$ cat config.mk
export PLATFORM = sky130hd
export DESIGN_NAME = alu_cmd_sequencer
export DESIGN_NICKNAME = d
export VERILOG_FILES = /design/src/rtl/alu_cmd_sequencer.sv
export SDC_FILE = /design/constraint.sdc
export NUM_CORES = 1
export LEC_CHECK = 0
export ABC_AREA = 1
export CAP_MARGIN = 0
export CORE_ASPECT_RATIO = 1.5
export CORE_MARGIN = 2
export CORE_UTILIZATION = 30
export DETAILED_ROUTE_END_ITERATION = 8
export GPL_TIMING_DRIVEN = 0
export PLACE_DENSITY = 0.58
export SLEW_MARGIN = 20
export SYNTH_ARGS = -nofsm -noshare
export SYNTH_HDL_FRONTEND = slang
export SYNTH_SLANG_ARGS = --single-unit
$ cat constraint.sdc
create_clock -name clk -period 3.1 [get_ports clk]
set_clock_uncertainty 0.05 [all_clocks]
set_input_delay 0.31 -clock clk [delete_from_list [all_inputs] [get_ports clk]]
set_output_delay 0.31 -clock clk [all_outputs]
set_load 0.01 [all_outputs]
$ cat src/rtl/alu_cmd_sequencer.sv
// rtl/alu_cmd_sequencer.sv - command FIFO issuing one operation at a time to a fixed-latency ALU
module alu_cmd_sequencer #(
    parameter int DEPTH       = 4,
    parameter int ALU_LATENCY = 1
) (
    input  logic       clk,
    input  logic       reset,
    input  logic       cmd_valid,
    output logic       cmd_ready,
    input  logic [7:0] cmd_a,
    input  logic [7:0] cmd_b,
    input  logic [7:0] cmd_op,
    output logic [7:0] a,
    output logic [7:0] b,
    output logic [7:0] op,
    input  logic [7:0] alu_c,
    input  logic [3:0] alu_flags,
    output logic       res_valid,
    input  logic       res_ready,
    output logic [7:0] res_c,
    output logic [3:0] res_flags,
    output logic       busy,
    output logic [7:0] done_count
);
    localparam int PW = (DEPTH > 1) ? $clog2(DEPTH) : 1;
    localparam int CW = PW + 1;

    typedef enum logic [1:0] {IDLE, WAIT, HOLD} state_e;

    state_e        state_q, state_d;
    logic [23:0]   mem_q [DEPTH];
    logic [PW-1:0] wr_ptr_q, rd_ptr_q;
    logic [CW-1:0] count_q, count_d;
    logic          ready_en_q;
    logic [2:0]    lat_cnt_q, lat_cnt_d;
    logic [7:0]    a_q, a_d, b_q, b_d, op_q, op_d;
    logic [7:0]    res_c_q, res_c_d;
    logic [3:0]    res_flags_q, res_flags_d;
    logic [7:0]    done_q, done_d;
    logic          push, pop, capture, retire;

    // ready_en_q keeps cmd_ready low during reset and up from the first edge after release
    assign cmd_ready = ready_en_q && (count_q < CW'(DEPTH));
    assign push      = cmd_valid && cmd_ready;
    assign pop       = (state_q == IDLE) && (count_q != '0);
    assign capture   = (state_q == WAIT) && (lat_cnt_q == 3'(ALU_LATENCY));
    assign retire    = (state_q == HOLD) && res_ready;

    always_ff @(posedge clk) begin
        if (push) begin
            mem_q[wr_ptr_q] <= {cmd_op, cmd_b, cmd_a};
        end
    end

    always_comb begin
        count_d = count_q;
        case ({push, pop})
            2'b10:   count_d = count_q + CW'(1);
            2'b01:   count_d = count_q - CW'(1);
            default: count_d = count_q;
        endcase
    end

    always_ff @(posedge clk or negedge reset) begin
        if (!reset) begin
            state_q     <= IDLE;
            wr_ptr_q    <= '0;
            rd_ptr_q    <= '0;
            count_q     <= '0;
            ready_en_q  <= 1'b0;
            lat_cnt_q   <= '0;
            a_q         <= '0;
            b_q         <= '0;
            op_q        <= '0;
            res_c_q     <= '0;
            res_flags_q <= '0;
            done_q      <= '0;
        end else begin
            state_q     <= state_d;
            wr_ptr_q    <= push ? wr_ptr_q + PW'(1) : wr_ptr_q;
            rd_ptr_q    <= pop ? rd_ptr_q + PW'(1) : rd_ptr_q;
            count_q     <= count_d;
            ready_en_q  <= 1'b1;
            lat_cnt_q   <= lat_cnt_d;
            a_q         <= a_d;
            b_q         <= b_d;
            op_q        <= op_d;
            res_c_q     <= res_c_d;
            res_flags_q <= res_flags_d;
            done_q      <= done_d;
        end
    end

    always_comb begin
        state_d = state_q;
        case (state_q)
            IDLE:    if (count_q != '0) state_d = WAIT;
            WAIT:    if (capture) state_d = HOLD;
            HOLD:    if (res_ready) state_d = IDLE;
            default: state_d = IDLE;
        endcase
    end

    // lat_cnt_q counts edges since issue; the result is sampled when it reaches ALU_LATENCY
    always_comb begin
        lat_cnt_d   = lat_cnt_q;
        a_d         = a_q;
        b_d         = b_q;
        op_d        = op_q;
        res_c_d     = res_c_q;
        res_flags_d = res_flags_q;
        done_d      = done_q;
        if (pop) begin
            {op_d, b_d, a_d} = mem_q[rd_ptr_q];
            lat_cnt_d        = '0;
        end
        if (state_q == WAIT) begin
            lat_cnt_d = lat_cnt_q + 3'd1;
        end
        if (capture) begin
            res_c_d     = alu_c;
            res_flags_d = alu_flags;
        end
        if (retire) begin
            done_d = done_q + 8'd1;
        end
    end

    always_comb begin
        busy      = (state_q != IDLE);
        res_valid = (state_q == HOLD);
    end

    assign a          = a_q;
    assign b          = b_q;
    assign op         = op_q;
    assign res_c      = res_c_q;
    assign res_flags  = res_flags_q;
    assign done_count = done_q;

endmodule

==> metrics <==
outcome=finished, final reports clean; root buffer cell=sky130_fd_sc_hd__clkbuf_16; endpoint of the worst-slack reg-to-reg timing path=count_q[2]; Worst-Margin Slew=542 ps; clk_lat worst skew=420 ps; critical path start-end classification=reg -> reg; H-tree depth reported by CTS=4; number of port buffers=86; Final Non-Filler Cells=954; Design Power=7.81 mW; cell depth of the worst flop-to-flop path=10; Die Span X=121 um; detail-routed net length per standard cell=14.0 um; Yosys top cell by area=sky130_fd_sc_hd__edfxtp_1; Final Routed Wirelength=13400 um; signed area change from the synthesized netlist to the final layout=31.9%; total half-perimeter wirelength after legalization and detailed placement=9270 um; gate count of the mapped netlist=566; Hold WS=198 ps; Mapped Area=6180 um^2; mux share of post-synthesis cell area=0%; Site Rows=64; gpl congestion=0.735; floorplan die area=21800 um^2; Unique masters post-synth=26; warnings from Yosys=0; Period Utilization, post-route=77.2%; critical path data arrival time=2680 ps; total negative slack=0 ps; worst-path maximum fanout=10; total clock buffers created by CTS=17; share of post-route cells with drive strength above 1=10.7%; fin crit period=2390 ps; share of Yosys cell area claimed by the top area cell type=46.7%; number of hold-slack violations in the final timing report=0; critical path startpoint category=flip-flop; complex-gate fraction of the synthesized area=4.76%; number of gates given a new drive strength after cts=0; setup repair after global routing missed its margin=false; Total Routing Usage GR=13.0%; max-capacitance violation count=0; first-pass GRT wire length=21600 um; post-detailed-route count of antenna-violating nets=0; Synth Register Bits=153; biggest area contributors in the synthesized netlist=sky130_fd_sc_hd__edfxtp_1, sky130_fd_sc_hd__dfrtp_1, sky130_fd_sc_hd__nand2_1; Max-slew headroom=63.8%; number of buffers on the longest clock path=2; number of global-route vias before repair=4201; overall via count from detail_route=4126; number of nets in the layout=726; worst min path class=in -> async; count of endpoints failing setup in the final report=0; endpoint kind of the worst setup timing path=flip-flop; simple-gate share of the synthesized area=18.0%; adder-cell share of the synthesized area=1.94%; Post-Synthesis Net Count=615; drc violations=0; worst-case vdd ir drop=0.487 mV; number of top-level pins=87; clock tree from TritonCTS=done; CTS sink cnt=153; highest attainable clock frequency=418 MHz; ratio of routed vias to standard cells=4.32; most frequent standard cell in the layout excluding fill and tap cells=sky130_fd_sc_hd__nand2_1; initial core utilization=30.4%; pin count of the biggest net entering global routing=54; reported leakage power=3.34 nW; post-synthesis share of cell area spent on xor and xnor gates=1.13%; synthesized area per cell=10.9 um^2; main combinational cell family by area after synthesis=simple AND/OR/NAND/NOR gates; core area=20300 um^2; clock-pin slew of the registers on the worst-case setup and hold paths=60 ps; Max Transition Viols Final=0; endpoint required time on the critical path=3390 ps; cell area power density=959 nW/um^2; Iteration-0 DRC Markers=181; worst reg-to-reg setup slack=710 ps; Die Ht=180 um; total congestion overflow=0; most frequent cells in the layout=sky130_fd_sc_hd__nand2_1, sky130_fd_sc_hd__nor2_1, sky130_fd_sc_hd__edfxtp_1, sky130_fd_sc_hd__clkdlybuf4s50_1, sky130_fd_sc_hd__dfrtp_1; Worst setup startpoint=state_q[0]; reg2reg start=state_q[0]; part of the Yosys area used for sequential elements=69.8%; number of antenna violations at the first check in global routing=0; length of the first detailed-routing pass in iterations=4; Post-Place Cells=921; Diodes inserted=0; end point of the critical path=count_q[2]
## cell families after synthesis
kind of cell               Yosys count
buffers and inverters               51
and+or+nand+nor                    286
adders and majority gates            9
xor gates and xnor gates             8
AOI/OAI and AO/OA                   58
DFF                                153
other                                1
## synthesized netlist by cell type (all sizes together)
cell,count
nand3,16
nor2,113
dfrtp,57
xnor2,1
nand3b,1
o21ai,52
clkbuf,4
or2,1
a21oi,4
o22ai,1
conb,1
edfxtp,96
xor2,7
ha,8
inv,27
o31ai,1
buf,20
nand2,155
fa,1
## where the power goes
part           leakage, nW  internal, mW  switching [mW]
Clock                0.292          1.29           0.823
Combinational         1.47          1.23            1.64
Sequential            1.57          2.61           0.210
## worst min-delay path by stage
stage | cells after the start | slack, ps | end
floorplan | 0 | -40 | a[0]
global placement | 2 | 400 | res_c[3]
detailed placement | 1 | 80 | b[1]
CTS | 2 | 170 | b[1]
global route | 2 | 220 | b[1]
finish | 2 | 200 | b[1]
## metrics by stage
step	setup WS [ps]	area (um^2)	utilization (%)
floorplan	793	6180	-
global placement	-349	7370	36.2
detailed placement	577	7530	37.0
CTS	686	8150	40.0
global route	507	8150	40.0
finish	708	8150	40.0
## worst max-delay path: stages, from the launching register on
cell and delay [ps]:
sky130_fd_sc_hd__dfrtp_1 410, sky130_fd_sc_hd__nor2_1 210, sky130_fd_sc_hd__nand2_1 140, sky130_fd_sc_hd__inv_2 170, sky130_fd_sc_hd__buf_4 200, sky130_fd_sc_hd__ha_1 150, sky130_fd_sc_hd__inv_1 60, sky130_fd_sc_hd__fa_1 380
sky130_fd_sc_hd__or2_2 300, sky130_fd_sc_hd__nand2_1 80, sky130_fd_sc_hd__xor2_1 150
## area by class of cell
cell class | instances | area [um^2]
Clock inverter | 13 | 166
Sequential cell | 153 | 4310
Inverter | 27 | 101
Tap cell | 264 | 330
Buffer | 24 | 164
Timing Repair Buffer | 92 | 998
Fill cell | 2013 | 12200
Multi-Input combinational cell | 362 | 1630
Clock buffer | 19 | 443
## flip-flops by register name (all words and copies together), names as in the netlist, 3 cells and up
register    cells
lat_cnt_q       3
count_q         3
res_c           8
mem_q          96
op              8
b               8
a               8
done_count      8
res_flags       4
## what timing repair did
item | CTS | global route
endpoints found under the hold margin | 57 | 0
buffers inserted | 0 | 0
hold buffers | 1 | 0
## layer usage
layer | GRT usage, % | routed length [um] | part of all wire (%)
met1 | 14.3 | 5450 | 41
met2 | 23.2 | 7060 | 53
met3 | 3.11 | 603 | 4.5
met4 | 6.07 | 263 | 2.0
met5 | 0 | 0 | 0
Note: power is estimated with default switching activity, not from simulation.
